--- src/rtl/fdma_pkg.sv ---
// Shared constants, state encodings and burst-length helper for the FDMA AXI engine.
package fdma_pkg;

  localparam int MAX_BEAT = 256;

  localparam logic [2:0] AXI_SIZE_16B   = 3'b100;
  localparam logic [1:0] AXI_BURST_INCR = 2'b01;
  localparam logic [3:0] AXI_CACHE_DEF  = 4'b0011;
  localparam logic [1:0] RESP_OKAY      = 2'b00;

  typedef enum logic [1:0] {
    W_IDLE,
    W_ADDR,
    W_DATA,
    W_RESP
  } wr_state_e;

  typedef enum logic [1:0] {
    R_IDLE,
    R_ADDR,
    R_DATA
  } rd_state_e;

  // Zero or oversize requests become a full 256-beat burst.
  function automatic logic [7:0] calc_len(input logic [31:0] size);
    if (size == 32'd0 || size > 32'(MAX_BEAT)) return 8'hFF;
    return 8'(size - 32'd1);
  endfunction

endpackage

--- src/rtl/fdma_axi_engine.sv ---
// FDMA package-interface responder: turns pkg_wr/pkg_rd requests into single
// AXI4 INCR bursts with 16-byte beats; write and read channels run independently.
module fdma_axi_engine
  import fdma_pkg::*;
#(
  parameter int ADDR_W = 32,
  parameter int DATA_W = 128
) (
  input  logic                ui_clk,
  input  logic                ui_rst,
  input  logic                pkg_wr_areq,
  input  logic [ADDR_W-1:0]   pkg_wr_addr,
  input  logic [31:0]         pkg_wr_size,
  input  logic [DATA_W-1:0]   pkg_wr_data,
  output logic                pkg_wr_en,
  output logic                pkg_wr_last,
  input  logic                pkg_rd_areq,
  input  logic [ADDR_W-1:0]   pkg_rd_addr,
  input  logic [31:0]         pkg_rd_size,
  output logic [DATA_W-1:0]   pkg_rd_data,
  output logic                pkg_rd_en,
  output logic                pkg_rd_last,
  output logic                wr_busy,
  output logic                rd_busy,
  output logic                wr_err,
  output logic                rd_err,
  output logic [ADDR_W-1:0]   m_axi_awaddr,
  output logic [7:0]          m_axi_awlen,
  output logic [2:0]          m_axi_awsize,
  output logic [1:0]          m_axi_awburst,
  output logic [3:0]          m_axi_awcache,
  output logic                m_axi_awvalid,
  input  logic                m_axi_awready,
  output logic [DATA_W-1:0]   m_axi_wdata,
  output logic [DATA_W/8-1:0] m_axi_wstrb,
  output logic                m_axi_wlast,
  output logic                m_axi_wvalid,
  input  logic                m_axi_wready,
  input  logic [1:0]          m_axi_bresp,
  input  logic                m_axi_bvalid,
  output logic                m_axi_bready,
  output logic [ADDR_W-1:0]   m_axi_araddr,
  output logic [7:0]          m_axi_arlen,
  output logic [2:0]          m_axi_arsize,
  output logic [1:0]          m_axi_arburst,
  output logic [3:0]          m_axi_arcache,
  output logic                m_axi_arvalid,
  input  logic                m_axi_arready,
  input  logic [DATA_W-1:0]   m_axi_rdata,
  input  logic [1:0]          m_axi_rresp,
  input  logic                m_axi_rlast,
  input  logic                m_axi_rvalid,
  output logic                m_axi_rready
);

  localparam logic [ADDR_W-1:0] BEAT_MASK = ~ADDR_W'(15);

  wr_state_e         wr_state_q, wr_state_d;
  logic [ADDR_W-1:0] wr_addr_q, wr_addr_d;
  logic [7:0]        wr_len_q, wr_len_d, wr_cnt_q, wr_cnt_d;
  logic              wr_err_q, wr_err_d, wr_beat_last;

  rd_state_e         rd_state_q, rd_state_d;
  logic [ADDR_W-1:0] rd_addr_q, rd_addr_d;
  logic [7:0]        rd_len_q, rd_len_d, rd_cnt_q, rd_cnt_d;
  logic              rd_err_q, rd_err_d, rd_beat_last;

  // NOTE: every combinational output gets a default before the case so no path
  // leaves it unassigned; otherwise synthesis infers a latch.
  always_comb begin
    wr_state_d    = wr_state_q;
    wr_addr_d     = wr_addr_q;
    wr_len_d      = wr_len_q;
    wr_cnt_d      = wr_cnt_q;
    wr_err_d      = wr_err_q;
    wr_beat_last  = (wr_cnt_q == wr_len_q);
    m_axi_awvalid = 1'b0;
    m_axi_wvalid  = 1'b0;
    m_axi_bready  = 1'b0;
    pkg_wr_en     = 1'b0;
    case (wr_state_q)
      W_IDLE: if (pkg_wr_areq) begin
        wr_addr_d  = pkg_wr_addr & BEAT_MASK;
        wr_len_d   = calc_len(pkg_wr_size);
        wr_cnt_d   = 8'd0;
        wr_state_d = W_ADDR;
      end
      W_ADDR: begin
        m_axi_awvalid = 1'b1;
        if (m_axi_awready) wr_state_d = W_DATA;
      end
      W_DATA: begin
        m_axi_wvalid = 1'b1;
        pkg_wr_en    = m_axi_wready;
        if (m_axi_wready) begin
          wr_cnt_d = wr_cnt_q + 8'd1;
          if (wr_beat_last) begin
            wr_cnt_d   = 8'd0;
            wr_state_d = W_RESP;
          end
        end
      end
      W_RESP: begin
        m_axi_bready = 1'b1;
        if (m_axi_bvalid) begin
          if (m_axi_bresp != RESP_OKAY) wr_err_d = 1'b1;
          wr_state_d = W_IDLE;
        end
      end
      default: wr_state_d = W_IDLE;
    endcase
  end

  // Read data is pushed unconditionally; the requester reserved FIFO space before areq.
  always_comb begin
    rd_state_d    = rd_state_q;
    rd_addr_d     = rd_addr_q;
    rd_len_d      = rd_len_q;
    rd_cnt_d      = rd_cnt_q;
    rd_err_d      = rd_err_q;
    rd_beat_last  = (rd_cnt_q == rd_len_q);
    m_axi_arvalid = 1'b0;
    m_axi_rready  = 1'b0;
    pkg_rd_en     = 1'b0;
    case (rd_state_q)
      R_IDLE: if (pkg_rd_areq) begin
        rd_addr_d  = pkg_rd_addr & BEAT_MASK;
        rd_len_d   = calc_len(pkg_rd_size);
        rd_cnt_d   = 8'd0;
        rd_state_d = R_ADDR;
      end
      R_ADDR: begin
        m_axi_arvalid = 1'b1;
        if (m_axi_arready) rd_state_d = R_DATA;
      end
      R_DATA: begin
        m_axi_rready = 1'b1;
        if (m_axi_rvalid) begin
          pkg_rd_en = 1'b1;
          if (m_axi_rresp != RESP_OKAY || m_axi_rlast != rd_beat_last) rd_err_d = 1'b1;
          rd_cnt_d = rd_cnt_q + 8'd1;
          if (rd_beat_last) begin
            rd_cnt_d   = 8'd0;
            rd_state_d = R_IDLE;
          end
        end
      end
      default: rd_state_d = R_IDLE;
    endcase
  end

  // NOTE: state registers use non-blocking assignments so every flop samples
  // pre-edge values regardless of statement order.
  always_ff @(posedge ui_clk) begin
    if (ui_rst) begin
      wr_state_q <= W_IDLE;
      wr_addr_q  <= '0;
      wr_len_q   <= '0;
      wr_cnt_q   <= '0;
      wr_err_q   <= 1'b0;
      rd_state_q <= R_IDLE;
      rd_addr_q  <= '0;
      rd_len_q   <= '0;
      rd_cnt_q   <= '0;
      rd_err_q   <= 1'b0;
    end else begin
      wr_state_q <= wr_state_d;
      wr_addr_q  <= wr_addr_d;
      wr_len_q   <= wr_len_d;
      wr_cnt_q   <= wr_cnt_d;
      wr_err_q   <= wr_err_d;
      rd_state_q <= rd_state_d;
      rd_addr_q  <= rd_addr_d;
      rd_len_q   <= rd_len_d;
      rd_cnt_q   <= rd_cnt_d;
      rd_err_q   <= rd_err_d;
    end
  end

  assign m_axi_awaddr  = wr_addr_q;
  assign m_axi_awlen   = wr_len_q;
  assign m_axi_awsize  = AXI_SIZE_16B;
  assign m_axi_awburst = AXI_BURST_INCR;
  assign m_axi_awcache = AXI_CACHE_DEF;
  assign m_axi_wdata   = pkg_wr_data;
  assign m_axi_wstrb   = '1;
  assign m_axi_wlast   = m_axi_wvalid & wr_beat_last;
  assign pkg_wr_last   = pkg_wr_en & wr_beat_last;

  assign m_axi_araddr  = rd_addr_q;
  assign m_axi_arlen   = rd_len_q;
  assign m_axi_arsize  = AXI_SIZE_16B;
  assign m_axi_arburst = AXI_BURST_INCR;
  assign m_axi_arcache = AXI_CACHE_DEF;
  assign pkg_rd_data   = m_axi_rdata;
  assign pkg_rd_last   = pkg_rd_en & rd_beat_last;

  assign wr_busy = (wr_state_q != W_IDLE);
  assign rd_busy = (rd_state_q != R_IDLE);
  assign wr_err  = wr_err_q;
  assign rd_err  = rd_err_q;

endmodule

--- config.mk ---
export PLATFORM = sky130hd
export DESIGN_NAME = fdma_axi_engine
export DESIGN_NICKNAME = d
export VERILOG_FILES = /design/src/rtl/fdma_pkg.sv /design/src/rtl/fdma_axi_engine.sv
export SDC_FILE = /design/constraint.sdc
export NUM_CORES = 1
export LEC_CHECK = 0
export ABC_AREA = 1
export CORE_AREA = 10 10 299 301
export CTS_CLUSTER_DIAMETER = 30
export DETAILED_ROUTE_END_ITERATION = 12
export DIE_AREA = 0 0 309 311
export PLACE_DENSITY = 0.41
export SYNTH_ARGS = -nofsm -noshare
export SYNTH_HDL_FRONTEND = slang
export SYNTH_SLANG_ARGS = --single-unit
--- constraint.sdc ---
create_clock -name ui_clk -period 2.5 [get_ports ui_clk]
set_input_delay 0.375 -clock ui_clk [delete_from_list [all_inputs] [get_ports ui_clk]]
set_output_delay 0.375 -clock ui_clk [all_outputs]
set_load 0.03 [all_outputs]
=== Word level (Yosys, flattened, before mapping) ===
Cells that the tools add are included.

* Bits in read-only memories: 0
* Word-level logic and storage cells: 94
* Output and inout bits: 384
* Memories: 0
* Bits of input ports: 398
* Bits in latches: 0
* Bits in writable memories: 0
* Register bits after elaboration: 94

* Bitwise gates (word level): 3
* Reductions and logical operators: 21
* Multipliers: 0
* Add/sub/neg operators: 4
* Div/mod/pow operators: 0
* Equal/unequal tests: 17
* Mux-type cells: 37
* Shifts and indexed selects: 0
* Order comparisons: 2

{| class="wikitable"
|+ Operators with widths
! operator !! number
|-
| 8-bit two-way mux || 10
|-
| 32-bit by 9-bit > comparator with 1-bit output, second input constant || 2
|-
| 32-bit logical NOT || 2
|-
| 8-bit one-hot mux with 2 select lines || 2
|-
| 2-bit two-way mux || 9
|-
| 2-bit inequality test, second input constant || 9
|-
| 8-bit by 1-bit adder with 8-bit output, second input constant || 2
|-
| 8-bit equality test || 2
|-
| 8-bit by 1-bit subtractor with 8-bit output, second input constant || 2
|-
| 1-bit two-way mux || 14
|-
| 3-bit AND reduction || 4
|-
| 2-bit nonzero test || 6
|-
| 2-bit one-hot mux with 4 select lines || 1
|-
| 2-bit equality test, second input constant || 3
|-
| 2-bit one-hot mux with 3 select lines || 1
|-
| 5-bit AND reduction || 1
|-
| 2-bit by 1-bit equality test with 1-bit output, second input constant || 2
|-
| 2-bit logical NOT || 2
|-
| 2-bit AND reduction || 2
|-
| 4-bit AND reduction || 1
|-
| 1-bit AND || 3
|-
| 1-bit logical OR || 3
|-
| 1-bit inequality test || 1
|}

=== Longest topological paths before layout ===
* Depth in word-level cells: 6
* Gate-level depth with buffers: 10
* Mapped depth without buffers: 10

=== Least setup slack after synthesis ===
OpenSTA, ideal clock, no wires.

* Path type: register to output
* From: reg wr_state_q[0]
* To: out m_axi_wlast
* Data required time: 2.125 ns
* Arrival time: 1.422 ns
* Path slack: 0.703 ns
* Path buffers: 0
* Stages on the path, launching flop included: 5
* Path through: dfxtp_1 inv_1 ha_1 inv_1 nor2_1

* Word-level cells in the longest chain between the ends: 3

{| class="wikitable"
|+ Ends and longest elaborated chain
! element !! RTL line !! RTL
|-
| from (decl) || fdma_axi_engine.sv:58 || <nowiki>wr_state_e wr_state_q, wr_state_d;</nowiki>
|-
| from (signal assigned) || fdma_axi_engine.sv:167 || <nowiki>wr_state_q <= wr_state_d;</nowiki>
|-
| 2-bit equality test || fdma_axi_engine.sv:81 || <nowiki>case (wr_state_q)</nowiki>
|-
| 1-bit two-way mux || fdma_axi_engine.sv:81 ||
|-
| named net m_axi_wvalid || fdma_axi_engine.sv:37 || <nowiki>output logic m_axi_wvalid,</nowiki>
|-
| 1-bit AND || fdma_axi_engine.sv:187 || <nowiki>assign m_axi_wlast = m_axi_wvalid & wr_beat_last;</nowiki>
|-
| to (decl) || fdma_axi_engine.sv:36 || <nowiki>output logic m_axi_wlast,</nowiki>
|}

The timed path passes the listed nets, and every way through them passes these cells.

=== Final worst setup path ===
* From: reg wr_state_q[0]
* To: out pkg_wr_en

* Word-level cells in the longest chain between the ends: 2

{| class="wikitable"
|+ Ends and longest elaborated chain
! element !! RTL line !! RTL
|-
| 2-bit equality test || fdma_axi_engine.sv:81 ||
|-
| 1-bit two-way mux || fdma_axi_engine.sv:81 ||
|-
| to (decl) || fdma_axi_engine.sv:15 || <nowiki>output logic pkg_wr_en,</nowiki>
|}

No other way between the ends.

==> results <==
[flip-flops by register name (all words and copies together) (netlist names)]
signal	flops
m_axi_araddr	28
m_axi_arlen	8
m_axi_awaddr	28
m_axi_awlen	8
rd_cnt_q	8
rd_err	1
rd_state_q	2
wr_cnt_q	8
wr_err	1
wr_state_q	2
[cells by family (layout without fill, tap and decap cells)]
kind of cell	after synthesis	in the layout
buf+inv	391	321
flops	94	94
xor+xnor	21	21
fa+ha+maj	11	11
compound gates	101	101
other cells	2	43
mux	1	1
simple gates	320	320
[area by class of cell]
cell class,count,share of cell area (%)
diodes,1,0.02937
inverters,73,3.216
clock buffers,10,2.688
clock inverters,5,0.7196
well taps,1080,15.86
repair buffers,233,27.04
multi-input cells,496,28.36
flip-flops and latches,94,22.09
[metal layers]
metal	vias up	routed length, µm
met5	-	36
met1	2195	9119
li1	2506	-
met4	2	1900
met2	422	11910
met3	116	4795
[synth_stat cells (all sizes together)]
library cell	instances
a31oi	1
xnor2	9
o21ai	74
dfxtp	94
a21oi	21
nor2	188
or2	2
o31ai	1
mux2i	1
a221oi	1
clkbuf	15
and3	1
clkinv	1
xor2	12
nand3	12
ha	11
nor4	2
nor3	12
nand2	92
buf	303
nand4	11
inv	72
conb	2
o211ai	3
[power by group]
part	leakage, nW	internal, mW	switching, mW
sequential	0.776	1.74	0.159
combinational	2.24	0.962	1.51
clock	0.131	0.773	0.697
total	3.15	3.47	2.36
[critical path, stage by stage, from the launching register on]
cell,delay (ns)
dfxtp_1,0.33
inv_1,0.12
ha_1,0.29
nand2_1,0.10
inv_1,0.07
clkdlybuf4s50_1,0.67
[worst paths after layout]
check / cells after the start / endpoint / slack (ns)
setup / recovery: 5 / pkg_wr_en / 0.17
setup reg to reg: 9 / wr_cnt_q[5]$_SDFFE_PP0P_ / 0.76
hold reg to reg: 2 / wr_err$_SDFFE_PP0P_ / 0.45
hold / removal: 2 / wr_err$_SDFFE_PP0P_ / 0.45
[stage by stage]
step | total power [mW] | hold slack (ns) | instance area, µm² | utilization [%]
final | 5.835 | 0.4478 | 8519 | 10.23
after detailed placement | 4.473 | 0.4396 | 8230 | 9.882
after CTS | 6.039 | 0.4510 | 8517 | 10.23
after global placement | 4.484 | 0.4366 | 8230 | 9.882
after floorplan | 4.163 | 0.4888 | 6889 | -
after global routing | 6.294 | 0.4986 | 8517 | 10.23
[repair_timing]
item,in CTS,in global routing
setup endpoints to repair,3,0
buffers inserted,0,0
gates resized for setup,3,0
==> metrics.yaml <==
drc: 0
hold_viol_final: 0
global_route.usage.total_pct: 5.563
clkTransAtPathRegs_ns: 0.07
yosysSeqAreaShare_pct: 27.92
grt_pass1_vias: 5699
wl_um: 27760
power_density_nw_per_um2: 684.9
path_max_fanout: 6
worst_slew_pin_slew_ns: 0.4892
status: "complete, no violations"
core_um2: 83290
stdcell_count: 1992
rsz0062_at_grt: "false"
wl_per_cell_um: 13.94
cts-buffers-inserted: 9
antenna_found_initial: 1
min_from: "wr_err$_SDFFE_PP0P_"
grt_pass1_wl_um: 38410
use_met2_pct: 8.318
clkLatencyLatePin_ns: 0.38
synthMuxAreaShare_pct: 0.1485
worstSetupPathType: "reg2out"
min_path_type: "reg2reg"
root_buffer: "clkbuf_16"
syn_avg_cell_area_um2: 7.161
cts_sinks: 94
maxCapViolCount: 0
fmax_mhz: 428.8
synth.largest_area_cell: "buf_4"
io_pins: 782
nets: 1316
seqCellArea_um2: 1882
clock_skew_ns: 0.009502
nFillCells: 9734
synth-xor-area-share_pct: 2.729
critPathArrivalTime_ns: 1.96
dp_cells: 1976
tritoncts: "done"
synth_compound_area_share_pct: 8.002
gp_congestion: 0.7347
cts_hold_buffers: 0
htreeDepth: 3
final_cell_mix: "215 x clkdlybuf4s50_1, 183 x nor2_1, 94 x dfxtp_1"
drv_slew: 0
syn_to_final_growth_pct: 26.42
drt_iter0_drc: 180
die_height_um: 311
grt_start_max_net_pins: 55
clockBufferDepth: 2
vias_per_cell: 2.631
multi_input_comb_area_um2: 2416
yosys-top-cells-area: "buf_4 33%, dfxtp_1 28%, nor2_1 10%"
die-area_um2: 96100
grt_use_met1_pct: 4.862
vias: 5241
drive_gt1_share_pct: 6.806
r2r_start: "wr_state_q[0]$_SDFFE_PP0P_"
post-synth-top-area-fraction_pct: 33.20
initial_core_util_pct: 8.091
dr.pass1.iters: 4
ys_warn_count: 0
synthCells: 941
synth_fa_ha_area_share_pct: 2.042
cp-startpoint: "wr_state_q[0]$_SDFFE_PP0P_"
synth_simple_gate_area_share_pct: 20.59
required_ns: 2.12
portBuffers: 219
dp_hpwl_um: 23140
cellLeakagePower_nw: 3.150
rows: 106
peakVddDrop_uv: 346.8
fin_crit_ns: 2.332
setup.worst_path.start_class: "flop"
ys_ff_latch: 94
ant_nets: 0
max_slew_margin_pct: 67.04
period_share_pct: 93.27
synthDistinctLibCells: 39
overflow: 0
fin_tns_setup_ns: 0
crit_path_end_kind: "primary output"
syn-cell-area_um2: 6739
pre_cts_slack_ns: 0.2049
synth_top_family_by_area: "buffers and inverters"
worst_slack_ns: 0.1682
layout_commonest_cell: "clkdlybuf4s50_1"
die_w_um: 309
setup_viol: 0
use_met3_pct: 4.520
top_usage_layer: "met2"
Note: power is estimated with default switching activity, not from simulation.
